**config.mk**
```make
export PLATFORM = sky130hd
export DESIGN_NAME = wall_follow_nav
export DESIGN_NICKNAME = d
export VERILOG_FILES = /design/src/rtl/nav_pkg.sv /design/src/rtl/ir_debounce.sv /design/src/rtl/wall_follow_nav.sv
export SDC_FILE = /design/constraint.sdc
export NUM_CORES = 1
export LEC_CHECK = 0
export ABC_AREA = 1
export CAP_MARGIN = 10
export CORE_UTILIZATION = 60
export CTS_CLUSTER_DIAMETER = 100
export DETAILED_ROUTE_END_ITERATION = 6
export DONT_BUFFER_PORTS = 1
export PLACE_DENSITY = 0.77
export SLEW_MARGIN = 40
export SYNTH_ARGS = -nofsm -noshare
export SYNTH_HDL_FRONTEND = slang
export SYNTH_SLANG_ARGS = --single-unit
```
**constraint.sdc**
```tcl
create_clock -name clk_in -period 3.2 [get_ports clk_in]
set_clock_uncertainty 0.2 [all_clocks]
set_input_delay 0.32 -clock clk_in [delete_from_list [all_inputs] [get_ports clk_in]]
set_output_delay 0.32 -clock clk_in [all_outputs]
set_load 0.005 [all_outputs]
```
**src/rtl/nav_pkg.sv**
```systemverilog
// Shared types for the wall-following navigation sequencer.
package nav_pkg;

   // Navigation states; the numeric values are exposed on state_out for debug.
   typedef enum logic [2:0] {
      IDLE        = 3'd0,
      FORWARD     = 3'd1,
      TURN_RIGHT  = 3'd2,
      TURN_LEFT   = 3'd3,
      TURN_AROUND = 3'd4,
      SETTLE      = 3'd5
   } states_t;

   // Open-vector layout is {right, forward, left}.
   localparam int OPEN_W     = 3;
   localparam int OPEN_R_BIT = 2;
   localparam int OPEN_F_BIT = 1;
   localparam int OPEN_L_BIT = 0;

   // Largest of three cycle counts, used to size the shared state timer.
   function automatic int max3(input int a, input int b, input int c);
      int m;
      m = (a > b) ? a : b;
      return (m > c) ? m : c;
   endfunction

endpackage

```
**src/rtl/ir_debounce.sv**
```systemverilog
// Thresholds the three IR readings into an open vector and reports when the
// same vector has been seen on DEBOUNCE_SAMPLES consecutive strobes.
module ir_debounce
   import nav_pkg::*;
#(
   parameter int IR_W             = 16,
   parameter int OPEN_THRESH      = 1000,
   parameter int DEBOUNCE_SAMPLES = 4
) (
   input  logic              clk_in,
   input  logic              reset_n_in,
   input  logic              clear_in,
   input  logic              strobe_in,
   input  logic [IR_W-1:0]   right_ir,
   input  logic [IR_W-1:0]   forward_ir,
   input  logic [IR_W-1:0]   left_ir,
   output logic [OPEN_W-1:0] vec_out,
   output logic              stable_out
);

   localparam int CNT_W = $clog2(DEBOUNCE_SAMPLES + 1);
   localparam logic [IR_W-1:0]  THRESH  = IR_W'(OPEN_THRESH);
   localparam logic [CNT_W-1:0] CNT_MAX = CNT_W'(DEBOUNCE_SAMPLES);

   logic [OPEN_W-1:0] open_vec;
   logic [OPEN_W-1:0] vec_d, vec_q;
   logic [CNT_W-1:0]  cnt_d, cnt_q;

   // Compare each reading against the threshold and update the run counter on strobes.
   always_comb begin
      open_vec             = '0;
      open_vec[OPEN_R_BIT] = (right_ir > THRESH);
      open_vec[OPEN_F_BIT] = (forward_ir > THRESH);
      open_vec[OPEN_L_BIT] = (left_ir > THRESH);
      vec_d = vec_q;
      cnt_d = cnt_q;
      if (clear_in) begin
         cnt_d = '0;
      end else if (strobe_in) begin
         if (open_vec == vec_q) begin
            if (cnt_q != CNT_MAX) begin
               cnt_d = cnt_q + 1'b1;
            end
         end else begin
            vec_d = open_vec;
            cnt_d = CNT_W'(1);
         end
      end
   end

   // Hold the last sampled vector and its run length.
   always_ff @(posedge clk_in or negedge reset_n_in) begin
      if (!reset_n_in) begin
         vec_q <= '0;
         cnt_q <= '0;
      end else begin
         vec_q <= vec_d;
         cnt_q <= cnt_d;
      end
   end

   assign vec_out    = vec_q;
   assign stable_out = (cnt_q == CNT_MAX);

endmodule

```
**src/rtl/wall_follow_nav.sv**
```systemverilog
// Right-hand-rule navigation sequencer: debounced IR decisions, timed turns,
// a settle phase after each turn, and Moore-decoded wheel commands.
module wall_follow_nav
   import nav_pkg::*;
#(
   parameter int IR_W             = 16,
   parameter int RPM_W            = 21,
   parameter int OPEN_THRESH      = 1000,
   parameter int DEBOUNCE_SAMPLES = 4,
   parameter int TURN_CYCLES      = 50_000_000,
   parameter int AROUND_CYCLES    = 100_000_000,
   parameter int SETTLE_CYCLES    = 25_000_000,
   parameter int BASE_RPM         = 100,
   parameter int TURN_RPM         = 50
) (
   input  logic             clk_in,
   input  logic             reset_n_in,
   input  logic             enable_in,
   input  logic             sample_valid_in,
   input  logic [IR_W-1:0]  right_ir,
   input  logic [IR_W-1:0]  forward_ir,
   input  logic [IR_W-1:0]  left_ir,
   output logic [RPM_W-1:0] rpm_left_setpoint,
   output logic [RPM_W-1:0] rpm_right_setpoint,
   output logic             left_motor_en,
   output logic             right_motor_en,
   output logic             left_motor_direction,
   output logic             right_motor_direction,
   output logic [2:0]       state_out,
   output logic             busy_out
);

   localparam int MAX_CYC = max3(TURN_CYCLES, AROUND_CYCLES, SETTLE_CYCLES);
   localparam int TMR_W   = (MAX_CYC > 1) ? $clog2(MAX_CYC) : 1;
   localparam logic [TMR_W-1:0] TURN_LOAD   = TMR_W'(TURN_CYCLES - 1);
   localparam logic [TMR_W-1:0] AROUND_LOAD = TMR_W'(AROUND_CYCLES - 1);
   localparam logic [TMR_W-1:0] SETTLE_LOAD = TMR_W'(SETTLE_CYCLES - 1);
   localparam logic [RPM_W-1:0] BASE_SP     = RPM_W'(BASE_RPM);
   localparam logic [RPM_W-1:0] TURN_SP     = RPM_W'(TURN_RPM);

   states_t           state_d, state_q;
   logic [TMR_W-1:0]  timer_d, timer_q;
   logic [OPEN_W-1:0] open_vec;
   logic              stable;
   logic              deb_clear;

   ir_debounce #(
      .IR_W             (IR_W),
      .OPEN_THRESH      (OPEN_THRESH),
      .DEBOUNCE_SAMPLES (DEBOUNCE_SAMPLES)
   ) u_debounce (
      .clk_in     (clk_in),
      .reset_n_in (reset_n_in),
      .clear_in   (deb_clear),
      .strobe_in  (sample_valid_in),
      .right_ir   (right_ir),
      .forward_ir (forward_ir),
      .left_ir    (left_ir),
      .vec_out    (open_vec),
      .stable_out (stable)
   );

   // Next-state and timer logic; dropping enable overrides every other transition.
   always_comb begin
      state_d = state_q;
      timer_d = timer_q;
      if (!enable_in) begin
         state_d = IDLE;
         timer_d = '0;
      end else begin
         case (state_q)
            IDLE: begin
               state_d = FORWARD;
               timer_d = '0;
            end
            FORWARD: begin
               if (stable) begin
                  if (open_vec[OPEN_R_BIT]) begin
                     state_d = TURN_RIGHT;
                     timer_d = TURN_LOAD;
                  end else if (open_vec[OPEN_F_BIT]) begin
                     state_d = FORWARD;
                  end else if (open_vec[OPEN_L_BIT]) begin
                     state_d = TURN_LEFT;
                     timer_d = TURN_LOAD;
                  end else begin
                     state_d = TURN_AROUND;
                     timer_d = AROUND_LOAD;
                  end
               end
            end
            TURN_RIGHT, TURN_LEFT, TURN_AROUND: begin
               if (timer_q == '0) begin
                  state_d = SETTLE;
                  timer_d = SETTLE_LOAD;
               end else begin
                  timer_d = timer_q - 1'b1;
               end
            end
            SETTLE: begin
               if (timer_q == '0) begin
                  state_d = FORWARD;
               end else begin
                  timer_d = timer_q - 1'b1;
               end
            end
            default: begin
               state_d = IDLE;
               timer_d = '0;
            end
         endcase
      end
   end

   // Restart debouncing whenever navigation (re)starts or stops.
   always_comb begin
      deb_clear = !enable_in ||
                  ((state_d != state_q) && ((state_d == FORWARD) || (state_d == IDLE)));
   end

   // State register and residency timer.
   always_ff @(posedge clk_in or negedge reset_n_in) begin
      if (!reset_n_in) begin
         state_q <= IDLE;
         timer_q <= '0;
      end else begin
         state_q <= state_d;
         timer_q <= timer_d;
      end
   end

   // Moore decode of wheel commands from the state register.
   always_comb begin
      rpm_left_setpoint     = '0;
      rpm_right_setpoint    = '0;
      left_motor_en         = 1'b0;
      right_motor_en        = 1'b0;
      left_motor_direction  = 1'b1;
      right_motor_direction = 1'b1;
      busy_out              = 1'b0;
      case (state_q)
         FORWARD: begin
            rpm_left_setpoint  = BASE_SP;
            rpm_right_setpoint = BASE_SP;
            left_motor_en      = 1'b1;
            right_motor_en     = 1'b1;
         end
         TURN_RIGHT: begin
            rpm_left_setpoint  = BASE_SP;
            rpm_right_setpoint = TURN_SP;
            left_motor_en      = 1'b1;
            right_motor_en     = 1'b1;
            busy_out           = 1'b1;
         end
         TURN_LEFT: begin
            rpm_left_setpoint  = TURN_SP;
            rpm_right_setpoint = BASE_SP;
            left_motor_en      = 1'b1;
            right_motor_en     = 1'b1;
            busy_out           = 1'b1;
         end
         TURN_AROUND: begin
            rpm_left_setpoint     = BASE_SP;
            rpm_right_setpoint    = BASE_SP;
            left_motor_en         = 1'b1;
            right_motor_en        = 1'b1;
            right_motor_direction = 1'b0;
            busy_out              = 1'b1;
         end
         SETTLE: begin
            rpm_left_setpoint  = BASE_SP;
            rpm_right_setpoint = BASE_SP;
            left_motor_en      = 1'b1;
            right_motor_en     = 1'b1;
            busy_out           = 1'b1;
         end
         default: begin
            rpm_left_setpoint = '0;
         end
      endcase
   end

   assign state_out = state_q;

endmodule

```
* Word level (Yosys, flattened, before mapping)
Index checks and enable logic that the tools add are counted.
Widths: inputs -> output; s select.
** Operators by class
- Add/sub/neg operators :: 2
- Order comparisons :: 3
- Equal/unequal tests :: 14
- Multiplexer cells :: 25
- Bitwise operators :: 2
- Reductions and logical operators :: 16
** Operators with widths (number)
- $mux 27 :: 7
- $pmux 27 s3 :: 1
- $gt 16x10->1 const B :: 3
- $mux 3 :: 11
- $pmux 7 s2 :: 2
- $logic_not 27->1 :: 1
- $sub 27x1->27 const B :: 1
- $ne 3x3->1 const B :: 4
- $pmux 3 s4 :: 1
- $reduce_or 4->1 :: 3
- $eq 3x3->1 const B :: 3
- $eq 3x1->1 const B :: 2
- $eq 3x2->1 const B :: 2
- $logic_not 3->1 :: 2
- $reduce_and 3->1 :: 2
- $reduce_or 5->1 :: 1
- $ne 4x3->1 const B :: 1
- $add 3x1->3 const B :: 1
- $eq 3x3->1 :: 1
- $mux 1 :: 3
- $ne 3x3->1 :: 1
- $reduce_or 3->1 :: 1
- $logic_or 1x1->1 :: 2
- $not 1->1 :: 2
- 4 further kinds :: 4
** Word-level totals
- Register bits after elaboration :: 36
- Input port bits :: 52
- Output and inout bits :: 50
- Word-level logic and storage cells :: 66

* Logic depth before layout (Yosys ltp)
- Depth after elaboration :: 12
- Depth in mapped cells :: 17
- Depth with buffers taken out :: 17

* Hierarchy
A second synthesis with hierarchy kept.
** Second synthesis, totals
- Cells, all modules :: 518
- Area total of the unflattened synthesis :: 3281.9 sq um
** Modules (own cells, without submodules)
- wall_follow_nav :: instances 1, cells an instance 408, area an instance 2656.3 sq um, sequential area each 750.7 sq um
- ir_debounce :: instances 1, cells an instance 110, area an instance 625.6 sq um, sequential area each 150.1 sq um

* Worst setup path before layout
Ideal clock, no wire load.
- Path kind :: register to register
- Start point :: register timer_q[0]
- End point :: register u_debounce.vec_q[2] (netlist: u_debounce.vec_out[2])
- Setup time :: 117 ps
- Arrival :: 1668 ps
- Required time :: 2883 ps
- Slack :: 1215 ps
- Cell stages (with the launch flop) :: 16
- Buffers on the path :: 0
- Clock period less this slack :: 1985 ps
- Cell sequence :: dfrtp_1 inv_1 ha_1 nand2_2 nor2_4 nand3_2 nor2_4 nand2_2 nand2_2 nand2_1 nand2_1 nand2_1 nand2_2 nand3_2 nand2_1 nand2_1
** On the way
- Longest elaborated chain between the ends :: 10
- Elaborated cells between the ends (all ways) :: 13
- Classes of those cells :: eq/ne (2); mux (4); bitwise (1); reduce/logical (6)
** Ends and longest elaborated chain
- from (decl) :: RTL line wall_follow_nav.sv:42 : logic [TMR_W-1:0] timer_d, timer_q;
- from (signal assigned) :: RTL line wall_follow_nav.sv:128 : timer_q <= timer_d;
- $logic_not 27->1 (*) :: RTL line wall_follow_nav.sv:93, wall_follow_nav.sv:101
- $mux 3 (on tied branches) :: RTL line wall_follow_nav.sv:101, wall_follow_nav.sv:93
- $pmux 3 s4 (*) :: RTL line wall_follow_nav.sv:71 : case (state_q)
- $mux 3 (*) :: RTL line wall_follow_nav.sv:67 : if (!enable_in) begin
- $eq 3x1->1 / $logic_not 3->1 (equally long branches) :: RTL line wall_follow_nav.sv:118 : ((state_d != state_q) && ((state_d == FORWARD) || (state_d == IDLE)));
- $logic_or 1x1->1 :: RTL line wall_follow_nav.sv:118
- $logic_and 1x1->1 (*) :: RTL line wall_follow_nav.sv:118
- $logic_or 1x1->1 (*) :: RTL line wall_follow_nav.sv:117 : deb_clear = !enable_in ||
- $not 1->1 (no source line) (*)
- $reduce_and 3->1 (no source line) (*)
- to (signal assigned) :: RTL line ir_debounce.sv:57 : vec_q <= vec_d;
- to (decl) :: RTL line ir_debounce.sv:26 : logic [OPEN_W-1:0] vec_d, vec_q;
Mark *: on every way between the ends. The rest lies on a longest branch, timed or not.
A chain may end at the register's enable or synchronous reset.

* Final worst setup path
- Start point :: register timer_q[0]
- End point :: register timer_q[20]
** On the way
- Longest elaborated chain between the ends :: 4
- Elaborated cells between the ends (all ways) :: 8
- Classes of those cells :: add/sub (1); eq/ne (1); mux (4); reduce/logical (2)
** Ends and longest elaborated chain (RTL line)
- $sub 27x1->27 / $logic_not 27->1 (equally long branches)
- $mux 27 (on tied branches) :: wall_follow_nav.sv:101, wall_follow_nav.sv:93
- $pmux 27 s3 :: wall_follow_nav.sv:71
- $mux 27 :: wall_follow_nav.sv:67
Several ways; a longest one is shown, not always the timed one. The select of a mux whose other input is x is not followed.

==> results_dict.tcl <==
set metrics [dict create \
    grt_max_degree 37 \
    grt_util_all_layers_pct 29.18 \
    grt_pass1_vias 2662 \
    root_buffer "clkbuf_8" \
    netlist_instances 445 \
    yosysTopAreaCellShare_pct 29.98 \
    finalSetupViolCount 0 \
    end_kind "flop" \
    wl_mm 6.986 \
    cts_hold_buf 3 \
    total_power_mw 1.237 \
    ios 102 \
    worstPathMaxFanout 16 \
    rows 25 \
    whs_path_depth 2 \
    final_nets 498 \
    die-width_um 72.78 \
    startpoint "timer_q[0]$_DFFE_PN0P_" \
    final_max_slew_viol_count 0 \
    min_from "enable_in" \
    clockBufferDepth 2 \
    hpwlAfterDp_mm 5.265 \
    worst_pin_slew_ns 0.5387 \
    initial_core_util_pct 62.80 \
    cts_setup_buffers 0 \
    core_sq_um 4786 \
    hold_viol_final 0 \
    postSynthAreaPerCell_sq_um 6.754 \
    portBuffers 0 \
    drt_iter0_markers 142 \
    cp.required_ns 3.17 \
    grt_pass1_wl_mm 11.92 \
    synthToLayoutAreaGrowth_pct 0.2914 \
    grt-ovfl-total 0 \
    yosys_register_bits 36 \
    relSlewSlack_pct 64.08 \
    path_clk_slew_ns 0.07 \
    layout-drive-gt1-share_pct 10.36 \
    cts-resized-gates 0 \
    avgViaCountPerCell 5.423 \
    hold_path_class "in2reg" \
    fin_tns_setup_ns 0 \
    drc 0 \
    fp.dieH_um 72.78 \
    maxCapViolCount 0 \
    maxClockFrequency_mhz 402.9 \
    powerDensity_nw_per_um2 410.5 \
    synth_area_leaders "dfrtp_1 (30%), nand2_1 (12%), buf_4 (9.7%)" \
    firstDrtPassIters 5 \
    cts.sinks 36 \
    yosys.area.top_type "dfrtp_1" \
    rsz0062_at_grt "false" \
    detail-route-antenna-nets 0 \
    min_period_ns 2.482 \
    cts_buffers 5 \
    syn_area_sq_um 3005 \
    diodes 0 \
    crit_arrival_ns 2.45 \
    htreeDepth 2 \
    cp-start-kind "flop" \
    wl_per_cell_um 13.67 \
    synth_cell_types 35 \
    final.fill_count 470 \
    clk_latency_ns 0.29 \
    dieArea_sq_um 5296 \
    cts_tree "yes" \
    vias 2771 \
    ir_drop_mv 0.2348 \
    gp_congestion 0.9725 \
    ys_seq_area_share_pct 29.98 \
    path_class "reg2reg" \
    yosysWarnings 0 \
    power.leakage_nw 1.561 \
    outcome "finished, final reports clean" \
    antenna_found_initial 0 \
    fin_crit_sh_pct 77.56 \
    reg2reg_depth 11 \
    reg2reg_from "timer_q[0]$_DFFE_PN0P_" \
]
worst max-delay path, stage by stage (launching register included):
cell and delay [ns]:
dfrtp_1 0.36, inv_1 0.14, ha_1 0.25, nand2_2 0.10, nor2_4 0.18, nand3_2 0.14, nor2_4 0.15, a21boi_2 0.10
nand2_2 0.29, inv_2 0.18, o21ai_0 0.12, o21ai_0 0.12
report_power, final:
part | internal, mW | switching [mW] | leakage [nW]
Combinational | 0.118 | 0.264 | 1.03
Sequential | 0.486 | 0.0328 | 0.484
Clock | 0.172 | 0.165 | 0.0510
Total | 0.776 | 0.461 | 1.56
cells in the final DEF, fill, tap and decap left out, types with 2 or more instances in the layout:
cell type       n
a21oi_1        29
clkbuf_8        6
clkinv_2        2
conb_1         33
dfrtp_1        36
dlygate4sd3_1   2
ha_1            3
inv_1          51
inv_2           9
nand2_1        94
nand2_2         8
nand3_1        28
nand3_2         3
nand4_1         7
nor2_1         46
nor2_2          7
nor2_4          5
nor3_1          9
o21ai_0        23
o21ai_1        11
o22ai_1         4
xor2_1         15
sequential cells by signal, summed over array words and instances, names as in the netlist:
register	flops
u_debounce.vec_out	3
u_debounce.cnt_q	3
state_out	3
timer_q	27
kinds of logic after synthesis:
| family | after synthesis | share of synthesized area [%] |
|---|---|---|
| and+or+nand+nor | 210 | 31.89 |
| buffers and inverters | 103 | 18.28 |
| AOI/OAI and AO/OA | 75 | 13.70 |
| DFF | 36 | 29.97 |
| xor gates and xnor gates | 16 | 4.663 |
| adders and majority gates | 3 | 1.249 |
| other | 2 | 0.2499 |
synthesized netlist by cell type:
library cell  number
nand2_1           94
inv_1             51
nor2_1            46
buf_4             39
dfrtp_1           36
a21oi_1           29
nand3_1           28
o21ai_0           23
xor2_1            15
o21ai_1           11
inv_2              9
nor3_1             9
nand2_2            8
nand4_1            7
nor2_2             7
nor2_4             5
o22ai_1            4
ha_1               3
nand3_2            3
buf_6              2
conb_1             2
a21boi_2           1
a21oi_2            1
a22oi_1            1
a31o_2             1
a31oi_1            1
and2_1             1
buf_2              1
clkbuf_1           1
nand2_4            1
o211ai_1           1
o221ai_1           1
o22ai_2            1
or2_1              1
xnor2_1            1
path summary, 6_finish.rpt:
kind,slack [ns],end
setup reg to reg,0.72,timer_q[20]$_DFFE_PN0P_
setup / recovery,0.72,timer_q[20]$_DFFE_PN0P_
hold reg to reg,0.31,u_debounce.vec_out[1]$_DFFE_PN0P_
min in group asynchronous,0.27,timer_q[0]$_DFFE_PN0P_
hold / removal,0.004,timer_q[12]$_DFFE_PN0P_
max in group asynchronous,2.34,timer_q[12]$_DFFE_PN0P_
stage by stage:
stage	setup WS, ns	cells	utilization [%]	area (sq um)	hold WS, ns
global placement	0.8885	500	60.21	2882	-0.1750
CTS	0.7725	511	62.98	3014	0.000002526
detailed placement	0.7745	500	60.21	2882	-0.1747
finish	0.7182	511	62.98	3014	0.004058
floorplan	1.215	476	-	3122	-0.1756
global route	0.5126	511	62.98	3014	0.01250
routing by layer:
| layer | vias to the layer above | share of wire (%) | global-route usage (%) |
|---|---|---|---|
| li1 | 1347 | - | - |
| met4 | 0 | 2.2 | 11.11 |
| met5 | - | 0 | 0 |
| met2 | 130 | 49 | 50.57 |
| met1 | 1276 | 43 | 35.85 |
| met3 | 18 | 6.1 | 5.663 |
area by class of cell:
type / count / area, sq um / area share (%)
clock buffers: 6 / 82.58 / 2.740
multi-input cells: 337 / 1672 / 55.46
well taps: 67 / 83.83 / 2.781
repair buffers: 3 / 40.04 / 1.328
flip-flops and latches: 36 / 900.9 / 29.89
clock inverters: 2 / 10.01 / 0.3321
inverters: 60 / 225.2 / 7.472
Power figures use the tool's default switching activity.
